`config.mk`:
```
export PLATFORM = sky130hd
export DESIGN_NAME = text_console_master
export DESIGN_NICKNAME = d
export VERILOG_FILES = /design/src/rtl/text_console_master.sv
export SDC_FILE = /design/constraint.sdc
export NUM_CORES = 1
export LEC_CHECK = 0
export BUFFER_PORTS_ARGS = -buffer_cell sky130_fd_sc_hd__buf_2
export CAP_MARGIN = 30
export CORE_MARGIN = 1.5
export CORE_UTILIZATION = 46
export CTS_CLUSTER_DIAMETER = 80
export CTS_CLUSTER_SIZE = 8
export DETAILED_ROUTE_END_ITERATION = 12
export GPL_TIMING_DRIVEN = 0
export PLACE_DENSITY = 0.8
export SLEW_MARGIN = 10
export SYNTH_ARGS = -nofsm -noshare
export SYNTH_HDL_FRONTEND = slang
export SYNTH_SLANG_ARGS = --single-unit
```
`constraint.sdc`:
```
create_clock -name clk -period 2.62 [get_ports clk]
set_input_delay 0.655 -clock clk [delete_from_list [all_inputs] [get_ports clk]]
set_output_delay 0.655 -clock clk [all_outputs]
set_load 0.1 [all_outputs]
```
`src/rtl/text_console_master.sv`:
```
// ----------------------------------------------------------------------------
// text_console_master
//
// Bus master that turns a stream of ASCII bytes into single-cell writes on an
// 80x30 text-mode video card. Keeps a cursor and handles CR, LF and backspace.
// Cell index is row*80+col.
//
// Optional feature macro: CONSOLE_SCROLL_EN
//   defined   : when the cursor would move past row 29 the screen is scrolled
//               up by one row (read cell i+80, write it to cell i, then blank
//               the last row) before new bytes are accepted.
//   undefined : row overflow wraps the cursor to row 0 without any bus
//               traffic; the scroll states and capture register do not exist.
//
// Ports
//   clk         system clock, all state changes on the rising edge
//   reset       synchronous active-low reset
//   char_in     ASCII byte to print
//   char_valid  char_in is valid
//   char_ready  byte taken on an edge where char_valid and char_ready are 1
//   STB         bus strobe to the video card
//   WE          bus write enable, meaningful while STB is 1
//   ADDR        cell index 0..2399 (bits 31:12 always 0)
//   DAT_O       write data {16'h0, 8'h00, ascii}
//   DAT_I       read data from the card, bits 15:0 used
//   ACK         registered acknowledge from the card
//   busy        1 whenever the FSM is not idle
//   cursor_col  current column 0..79
//   cursor_row  current row 0..29
// ----------------------------------------------------------------------------
module text_console_master (
   input  logic        clk,
   input  logic        reset,
   input  logic [7:0]  char_in,
   input  logic        char_valid,
   output logic        char_ready,
   output logic        STB,
   output logic        WE,
   output logic [31:0] ADDR,
   output logic [31:0] DAT_O,
   input  logic [31:0] DAT_I,
   input  logic        ACK,
   output logic        busy,
   output logic [6:0]  cursor_col,
   output logic [4:0]  cursor_row
);

   localparam logic [6:0]  LastCol  = 7'd79;
   localparam logic [4:0]  LastRow  = 5'd29;
   localparam logic [15:0] BlankDat = 16'h0020;

`ifdef CONSOLE_SCROLL_EN
   localparam logic [11:0] RowCells = 12'd80;
   localparam logic [11:0] LastCopy = 12'd2319;
   localparam logic [11:0] LastCell = 12'd2399;

   typedef enum logic [2:0] {StIdle, StPut, StRd, StWr, StClr, StGap} state_e;
`else
   typedef enum logic [1:0] {StIdle, StPut, StGap} state_e;
`endif

   state_e      state_q, state_d;
   // State to enter once the card has dropped ACK after a bus cycle.
   state_e      ret_q, ret_d;
   logic        rdy_q;
   logic [6:0]  col_q, col_d;
   logic [4:0]  row_q, row_d;
   logic        stb_q, stb_d;
   logic        we_q, we_d;
   logic [11:0] addr_q, addr_d;
   logic [15:0] dat_q, dat_d;
   // Printable bytes advance the cursor after their write; backspace does not.
   logic        adv_q, adv_d;
   logic        accept;

`ifdef CONSOLE_SCROLL_EN
   logic [11:0] idx_q, idx_d;
   logic [15:0] cap_q, cap_d;
   logic        unused_dat;
   assign unused_dat = ^DAT_I[31:16];
`else
   logic        unused_dat;
   assign unused_dat = ^DAT_I;
`endif

   // row*80 + col as row*64 + row*16 + col; max 2399 fits in 12 bits.
   function automatic logic [11:0] cell_addr(input logic [4:0] row, input logic [6:0] col);
      cell_addr = {1'b0, row, 6'b0} + {3'b0, row, 4'b0} + {5'b0, col};
   endfunction

   // rdy_q is only ever 1 while idle, and stays 0 on the cycle of reset.
   assign accept = char_valid & rdy_q;

   always_comb begin
      state_d = state_q;
      ret_d   = ret_q;
      col_d   = col_q;
      row_d   = row_q;
      stb_d   = stb_q;
      we_d    = we_q;
      addr_d  = addr_q;
      dat_d   = dat_q;
      adv_d   = adv_q;
`ifdef CONSOLE_SCROLL_EN
      idx_d   = idx_q;
      cap_d   = cap_q;
`endif

      unique case (state_q)
         StIdle: begin
            if (accept) begin
               if (char_in >= 8'h20 && char_in <= 8'h7E) begin
                  dat_d   = {8'h00, char_in};
                  adv_d   = 1'b1;
                  state_d = StPut;
               end else if (char_in == 8'h0A) begin
                  col_d = '0;
                  if (row_q == LastRow) begin
`ifdef CONSOLE_SCROLL_EN
                     idx_d   = '0;
                     state_d = StRd;
`else
                     row_d = '0;
`endif
                  end else begin
                     row_d = row_q + 5'd1;
                  end
               end else if (char_in == 8'h0D) begin
                  col_d = '0;
               end else if (char_in == 8'h08) begin
                  if (col_q != 7'd0) begin
                     col_d   = col_q - 7'd1;
                     dat_d   = BlankDat;
                     adv_d   = 1'b0;
                     state_d = StPut;
                  end
               end
            end
         end

         StPut: begin
            if (!stb_q) begin
               // col_q already holds the target column (decremented for BS).
               stb_d  = 1'b1;
               we_d   = 1'b1;
               addr_d = cell_addr(row_q, col_q);
            end else if (ACK) begin
               stb_d   = 1'b0;
               state_d = StGap;
               ret_d   = StIdle;
               if (adv_q) begin
                  if (col_q == LastCol) begin
                     col_d = '0;
                     if (row_q == LastRow) begin
`ifdef CONSOLE_SCROLL_EN
                        idx_d = '0;
                        ret_d = StRd;
`else
                        row_d = '0;
`endif
                     end else begin
                        row_d = row_q + 5'd1;
                     end
                  end else begin
                     col_d = col_q + 7'd1;
                  end
               end
            end
         end

`ifdef CONSOLE_SCROLL_EN
         StRd: begin
            if (!stb_q) begin
               stb_d  = 1'b1;
               we_d   = 1'b0;
               addr_d = idx_q + RowCells;
            end else if (ACK) begin
               stb_d   = 1'b0;
               cap_d   = DAT_I[15:0];
               ret_d   = StWr;
               state_d = StGap;
            end
         end

         StWr: begin
            if (!stb_q) begin
               stb_d  = 1'b1;
               we_d   = 1'b1;
               addr_d = idx_q;
               dat_d  = cap_q;
            end else if (ACK) begin
               stb_d   = 1'b0;
               idx_d   = idx_q + 12'd1;
               ret_d   = (idx_q == LastCopy) ? StClr : StRd;
               state_d = StGap;
            end
         end

         StClr: begin
            if (!stb_q) begin
               stb_d  = 1'b1;
               we_d   = 1'b1;
               addr_d = idx_q;
               dat_d  = BlankDat;
            end else if (ACK) begin
               stb_d   = 1'b0;
               state_d = StGap;
               if (idx_q == LastCell) begin
                  ret_d = StIdle;
                  row_d = LastRow;
                  col_d = '0;
               end else begin
                  idx_d = idx_q + 12'd1;
                  ret_d = StClr;
               end
            end
         end
`endif

         StGap: begin
            // Next strobe only after the card's ACK has been seen low.
            if (!ACK) begin
               state_d = ret_q;
            end
         end

         default: state_d = StIdle;
      endcase
   end

   always_ff @(posedge clk) begin
      if (!reset) begin
         state_q <= StIdle;
         ret_q   <= StIdle;
         rdy_q   <= 1'b0;
         col_q   <= '0;
         row_q   <= '0;
         stb_q   <= 1'b0;
         we_q    <= 1'b0;
         addr_q  <= '0;
         dat_q   <= '0;
         adv_q   <= 1'b0;
`ifdef CONSOLE_SCROLL_EN
         idx_q   <= '0;
         cap_q   <= '0;
`endif
      end else begin
         state_q <= state_d;
         ret_q   <= ret_d;
         rdy_q   <= (state_d == StIdle);
         col_q   <= col_d;
         row_q   <= row_d;
         stb_q   <= stb_d;
         we_q    <= we_d;
         addr_q  <= addr_d;
         dat_q   <= dat_d;
         adv_q   <= adv_d;
`ifdef CONSOLE_SCROLL_EN
         idx_q   <= idx_d;
         cap_q   <= cap_d;
`endif
      end
   end

   assign char_ready = rdy_q;
   assign STB        = stb_q;
   assign WE         = we_q;
   assign ADDR       = {20'h0, addr_q};
   assign DAT_O      = {16'h0, dat_q};
   assign busy       = (state_q != StIdle);
   assign cursor_col = col_q;
   assign cursor_row = row_q;

endmodule

```
Yosys cells after proc, flatten, opt, wreduce, memory -nomap -nowiden. Cells that the tools add are included.

Flip-flop bits (word level): 46. Input bits: 44. Output and inout port bits: 80. Word-level logic and storage cells: 90.

$add $sub $neg: 5. $lt $le $gt $ge: 2. Eq/ne operators: 18. Multiplexer cells: 42. Bitwise operators: 2. Reductions and logical operators: 12.

Operators by type and width (count): 16-bit 2-to-1 mux (5); 7-bit 2-to-1 mux (10); 5-bit 2-to-1 mux (8); 8-bit by 4-bit equality test with 1-bit output, second input constant (3); 2-bit 2-to-1 mux (9); 2-bit != test, second input constant (9); 8-bit AND reduction (2); 7-bit one-hot mux with 2 select lines (1); 11-bit by 9-bit adder with 12-bit output (1); 12-bit by 7-bit adder with 12-bit output (1); 5-bit one-hot mux with 2 select lines (1); 8-bit by 6-bit >= comparator with 1-bit output, second input constant (1); 8-bit by 7-bit less-or-equal comparator with 1-bit output, second input constant (1); 4-bit != test, second input constant (2); 2-bit nonzero test (4); 7-bit by 1-bit adder with 7-bit output, second input constant (1); 7-bit equality test, second input constant (1); 1-bit 2-to-1 mux (7); 7-bit nonzero test (1); 7-bit by 1-bit subtractor with 7-bit output, second input constant (1); 2-bit one-hot mux with 3 select lines (1); 6-bit AND reduction (1); 5-bit by 1-bit adder with 5-bit output, second input constant (1); 5-bit equality test, second input constant (1); 7 further kinds (8).

Depth between registers and ports, before layout. Gate-level depths: netlist (run 1).

Depth in word-level cells: 9. Mapped depth: 8. Depth with buffers taken out: 8.

Worst setup path before layout (run 1). No wires, ideal clock.

Path type: reg2reg. From: register row_q[0] (netlist: cursor_row[0]). To: register addr_q[9]. Setup time: 0.070 ns. Arrival: 2.781 ns. Slack: -0.231 ns. Cell stages (with the launch flop): 8. Buffers on the path: 0. Period minus slack after synthesis: 2.851 ns. Path through: dfxtp_1 fa_1 fa_1 a21o_1 a21oi_1 xnor2_1 nand2_1 a21oi_1.

Longest elaborated chain between the ends: 2.

Ends and longest elaborated chain: start: declaration (line 67) `logic [4:0] row_q, row_d;`; start signal: assignment (line 252) `row_q <= row_d;`; 11-bit by 9-bit adder with 12-bit output (line 88) `cell_addr = {1'b0, row, 6'b0} + {3'b0, row, 4'b0} + {5'b0, col};`; 12-bit by 7-bit adder with 12-bit output (line 88); end signal: assignment (line 255) `addr_q <= addr_d;`; end: declaration (line 70) `logic [11:0] addr_q, addr_d;`.

No other way between the ends. A chain may end at the register's enable or synchronous reset.

Worst setup path after layout (run 1).
From: register col_q[0] (netlist: cursor_col[0]). To: register col_q[2] (netlist: cursor_col[2]).

Longest elaborated chain between the ends: 8. Elaborated cells on any way between the ends: 17. Those cells by class: add/sub (2); eq/ne (2); mux (11); reduce/logical (2).

Ends and longest elaborated chain: start: declaration (line 66) `logic [6:0] col_q, col_d;`; start signal: assignment (line 251) `col_q <= col_d;`; 7-bit by 1-bit subtractor with 7-bit output (line 132) `col_d = col_q - 7'd1;`; 7-bit 2-to-1 mux (line 131) `if (col_q != 7'd0) begin`; 7-bit 2-to-1 mux (line 130) `end else if (char_in == 8'h08) begin`; 7-bit 2-to-1 mux (line 128) `end else if (char_in == 8'h0D) begin`; 7-bit 2-to-1 mux (line 116) `end else if (char_in == 8'h0A) begin`; 7-bit 2-to-1 mux (line 112) `if (char_in >= 8'h20 && char_in <= 8'h7E) begin`; 7-bit 2-to-1 mux (line 111) `if (accept) begin`; 7-bit one-hot mux with 2 select lines (line 109) `unique case (state_q)`.

Parallel ways exist; a longest one is shown, timed or not. The select of a mux whose other input is x is not followed.

==> qor.yml, run 1 <==
cts.sinks: 38
drc: 0
grt_max_degree: 12
wirelength_um: 6000
vias_per_cell: 5.13
ir_drop_uv: 293
pre_cts_ws_ps: 105
finalSetupTns_ps: 0
grt_overflow_total: 0
hold_buffers: 0
yosysSeqAreaShare_pct: 30.2
p_leak_nw: 1.53
yosysTopAreaCell: "dfxtp_1"
synth.area.top_cells: "dfxtp_1, buf_4, ha_1"
syn_area_sq_um: 2510
port_buffers: 47
synth-async-reset-ratio_pct: 0
top_level_ports: 124
postCtsSetupRepairBufs: 0
grt_pass1_wl_um: 9960
die_w_um: 76.9
antenna_cells: 0
rrSetupSlack_ps: 330
crit_arrival_ps: 2470
worst_clock_skew_ps: 5.95
avgSynthCellArea_sq_um: 8.30
fin_crit_sh_pct: 87.3
dieArea_sq_um: 5920
ys.flop_type: "dfxtp_1"
wl_met3_um: 547
yosys_warnings: 0
clk_latency_ps: 290
slew_headroom_pct: 53.0
ant_nets: 0
grt.total_usage_pct: 20.5
finalWorstSetupSlack_ps: 332
cts_tree: "built"
drt_iter0_drc: 226
slew_viol_final: 0
layout-drive-gt1-share_pct: 29.2
gp_congestion: 0.864
clkTransAtPathRegs_ps: 80
yosys.area.top_type_share_pct: 30.2
fp.dieH_um: 76.9
rows: 26
synth-edff-count: 0
worstMarginPinSlew_ps: 702
numCtsBuffers: 5
cp_max_fo: 8
synth_seq_cells: 38
synthDistinctLibCells: 50
h-tree-depth: 2
drt_first_pass_iters: 5
cts_buffer_depth: 2
postLayoutCoreUtil_pct: 59.8
holdWs_ps: 452
multi_input_area_sq_um: 1500
fmax_mhz: 437
cts-root-buf: "clkbuf_8"
dr.max_layer_used: "met4"
cts-resized-gates: 0
place_hpwl_um: 4530
wl_met1_um: 2550
synthCells: 303
nNetsFinal: 460
syn_to_final_growth_pct: 23.7
critical_path_class: "reg -> reg"
antenna_found_initial: 0
rsz0062_at_grt: "no"
wire_per_inst_um: 12.7
fillCellCount: 503
powerDensity_nw_per_um2: 517
grt_pass1_vias: 2145
worst_setup_path_end_kind: "register"
hold_class: "reg -> reg"
period_minus_slack_ps: 2290
ff_latch_area_sq_um: 767
status: "finished, final reports clean"
vias: 2416
cp_data_required_time_ps: 2800
wl_met2_um: 2780
core-area_sq_um: 5200
max_cap_viol_count: 0
start_util_pct: 48.3
setup_violations: 0
final_hold_viol_count: 0
critPathLaunchType: "register"
## area by class of cell
cell class | count | area share [%]
plain buffers | 56 | 12.1
clock buffers | 7 | 2.45
clock inverters | 1 | 0.965
inverters | 11 | 1.33
multi-input cells | 241 | 48.2
flip-flops and latches | 38 | 24.6
well taps | 70 | 2.81
repair buffers | 47 | 7.56
## sequential cells by signal (all words and copies together) (netlist names)
name / flops
state_q: 2
addr_q: 12
char_ready: 1
adv_q: 1
cursor_col: 7
STB: 1
cursor_row: 5
dat_q: 8
WE: 1
## path summary, 6_finish.rpt
kind | to | cells past startpoint | startpoint
worst min register to register | addr_q[0]$_SDFFE_PN0P_ | 2 | addr_q[0]$_SDFFE_PN0P_
worst max-delay path | cursor_col[2]$_SDFFE_PN0P_ | 7 | cursor_col[0]$_SDFFE_PN0P_
worst max register to register | cursor_col[2]$_SDFFE_PN0P_ | 7 | cursor_col[0]$_SDFFE_PN0P_
worst min-delay path | addr_q[0]$_SDFFE_PN0P_ | 2 | addr_q[0]$_SDFFE_PN0P_
## layer usage
metal | vias to the layer above | GRT usage (%)
met5 | - | 0
met4 | 0 | 7.04
li1 | 1202 | -
met2 | 116 | 34.3
met3 | 22 | 4.76
met1 | 1076 | 25.8
## kinds of logic (layout without fill, tap and decap cells)
logic type	Yosys count	count (layout)	synth area share [%]
AND/OR/NAND/NOR	96	96	19.9
other	1	44	0.149
buffers and inverters	67	122	16.6
AO/OA/AOI/OAI	82	82	23.5
XOR/XNOR	3	3	1.04
adder cells (fa/ha/maj)	16	16	8.56
flip-flops	38	38	30.2
## worst max-delay path, cell delays in order, from the launching register on
cell	delay, ps
dfxtp_1	390
inv_1	130
ha_1	150
nor4b_1	330
nand4b_1	180
a31oi_1	620
a211oi_1	90
o221a_2	290
## power breakdown
| group | switching, mW | internal, mW |
|---|---|---|
| combinational | 0.425 | 0.0889 |
| sequential | 0.00927 | 0.587 |
| clock | 0.214 | 0.285 |
## per-stage QoR
step / instances / power [mW] / area [sq um]
CTS: 471 / 1.61 / 3110
detailed placement: 463 / 1.12 / 3010
floorplan: 346 / 1.07 / 2680
finish: 471 / 1.61 / 3110
global placement: 463 / 1.12 / 3010
global route: 471 / 1.67 / 3110
## synth_stat cells (6+ instances only)
library cell and number:
inv_1 11, dfxtp_1 38, nor2_1 20, nand3_1 7, clkbuf_1 12, a211oi_1 8
and3_1 9, o221a_2 6, nand2_1 31, buf_4 44, ha_1 14, a22oi_1 8
a21oi_1 22, o21ai_0 10
## cell usage in the layout (no fill, tap or decap), drive strengths merged, types with 3 or more instances in the layout
cell,count
nor2,21
nand2,31
a21o,5
a211oi,9
a22oi,8
a31oi,3
o221ai,3
nor3,4
dfxtp,38
and3,9
nand2b,3
inv,11
a21oi,22
xnor2,3
conb,44
o21ai,10
nand3,7
clkbuf,19
o221a,6
buf,91
ha,14
Power figures use the tool's default switching activity.
==> run 2, diff against run 1 <==
--- a/config.mk
+++ b/config.mk
@@ -14,6 +14,7 @@
 export DETAILED_ROUTE_END_ITERATION = 12
 export GPL_TIMING_DRIVEN = 0
 export PLACE_DENSITY = 0.8
+export REMOVE_ABC_BUFFERS = 1
 export SLEW_MARGIN = 10
 export SYNTH_ARGS = -nofsm -noshare
 export SYNTH_HDL_FRONTEND = slang
==> qor.yml, run 2 (same netlist as run 1, synthesis figures left out) <==
fin_crit_sh_pct: 92.4
wire_per_inst_um: 13.4
clk_latency_ps: 290
hold_buffers: 0
slew_viol_final: 0
largest_reg_flops: 12
stdcell_area_sq_um: 2710
nNetsFinal: 404
grt.total_usage_pct: 18.8
grt_pass1_vias: 2060
clkPwrFrac_pct: 26.6
min_from: "dat_q[5]$_SDFFE_PN0P_"
port_buffers: 47
pwr-share-comb_pct: 31.7
drt_iter0_drc: 168
worst_clock_skew_ps: 4.38
start_util_pct: 48.3
wirelength_um: 5560
critPathLaunchType: "register"
r2r_start: "cursor_col[6]$_SDFFE_PN0P_"
cp_data_required_time_ps: 2830
whs_path_depth: 2
reg2reg_to: "addr_q[9]$_SDFFE_PN0P_"
postLayoutCoreUtil_pct: 52.0
cp_max_fo: 11
antenna_cells: 0
place_hpwl_um: 3980
top_level_ports: 124
ir_drop_uv: 259
p_sw_share_pct: 43.5
min_to: "dat_q[5]$_SDFFE_PN0P_"
final_cell_mix: "buf_2, conb_1, dfxtp_1"
grt_overflow_total: 0
crit_arrival_ps: 2630
finalWorstSetupSlack_ps: 200
ant_nets: 0
vias: 2287
cts_tree: "built"
powerDensity_nw_per_um2: 530
internal_power_uw: 812
vias_per_cell: 5.52
h-tree-depth: 2
worstMarginPinSlew_ps: 942
antenna_found_initial: 0
drt_first_pass_iters: 4
p_leak_nw: 1.26
numCtsBuffers: 5
pre_cts_ws_ps: -4.04
critical_path_class: "reg -> reg"
gp_congestion: 0.863
placed_area_sq_um: 2620
grt_pass1_wl_um: 9090
rsz0062_at_grt: "no"
rrSetupSlack_ps: 200
cts.sinks: 38
slew_headroom_pct: 37.1
hold_class: "reg -> reg"
status: "finished, final reports clean"
grt_max_degree: 30
die_w_um: 76.9
cts-root-buf: "clkbuf_8"
fp.dieH_um: 76.9
finalPower_mw: 1.44
clkTransAtPathRegs_ps: 70
dieArea_sq_um: 5920
max_cap_viol_count: 0
seq_power_share_pct: 41.7
layout-drive-gt1-share_pct: 20.1
syn_to_final_growth_pct: 7.71
cts_buffer_depth: 2
worst_setup_path_end_kind: "register"
finalSetupTns_ps: 0
rr_worst_depth: 7
core-area_sq_um: 5200
final_common_cell: "buf_2"
rows: 26
fmax_mhz: 413
regMostFlops: "addr_q"
final_hold_viol_count: 0
setup_violations: 0
switchingPower_uw: 624
period_minus_slack_ps: 2420
drc: 0
-- run 2: changes by cell type in the layout (fill, tap and decap cells not counted) --
cell        delta
a22oi_1        -1
a22oi_2        +1
buf_4         -44
bufinv_16      -1
clkbuf_1      -13
clkinvlp_4     +1
dfxtp_1        +5
dfxtp_2        -5
-- run 2: area by class of cell --
| type | count | area [sq um] |
|---|---|---|
| fillers | 506 | 2500 |
| multi-input cells | 241 | 1500 |
| flip-flops and latches | 38 | 761 |
| repair buffers | 47 | 235 |
| well taps | 70 | 87.6 |
| clock buffers | 6 | 72.6 |
| inverters | 11 | 41.3 |
| clock inverters | 1 | 7.51 |
-- run 2: worst max-delay path by stage --
stage | from | end | slack [ps]
after CTS | cursor_col[6]$_SDFFE_PN0P_ | addr_q[9]$_SDFFE_PN0P_ | 190
after floorplan | cursor_col[6]$_SDFFE_PN0P_ | addr_q[9]$_SDFFE_PN0P_ | -290
final | cursor_col[6]$_SDFFE_PN0P_ | addr_q[9]$_SDFFE_PN0P_ | 200
after detailed placement | char_in[4] | cursor_row[2]$_SDFFE_PN0P_ | -4
after global placement | char_in[4] | cursor_row[4]$_SDFFE_PN0P_ | 40
after global routing | cursor_col[6]$_SDFFE_PN0P_ | addr_q[9]$_SDFFE_PN0P_ | 50
-- run 2: critical path, cell delays in order, from the launching register on --
cell and delay, ps:
dfxtp_1 570, fa_1 520, fa_1 480, a21o_1 170, a21oi_1 210, xnor2_1 150, nand2_1 70, a21oi_1 170
-- run 2: what timing repair did --
action | 4_1_cts | 5_1_grt
setup buffers | 0 | 0
endpoints found under the setup margin | 0 | 2
resized for setup | 0 | 1
hold endpoints to repair | 0 | 0
-- run 2: per-layer routing --
| layer | part of all wire (%) | up-vias | GRT usage, % |
|---|---|---|---|
| met5 | 0 | - | 0 |
| met4 | 2.0 | 0 | 11.1 |
| met3 | 5.3 | 8 | 2.14 |
| met2 | 47 | 108 | 30.6 |
| met1 | 46 | 1081 | 23.7 |
| li1 | - | 1090 | - |
-- run 2: power by group through the flow --
stage | Combinational [mW] | Sequential, mW | Clock, mW
CTS | 0.452 | 0.597 | 0.389
global route | 0.470 | 0.599 | 0.414
global placement | 0.449 | 0.610 | 0
finish | 0.455 | 0.598 | 0.382
floorplan | 0.344 | 0.672 | 0
detailed placement | 0.452 | 0.611 | 0
-- run 2: through the flow --
step | hold WS [ps] | instances
global route | 483 | 414
detailed placement | 438 | 407
CTS | 449 | 414
finish | 448 | 414
global placement | 436 | 407
floorplan | 480 | 290
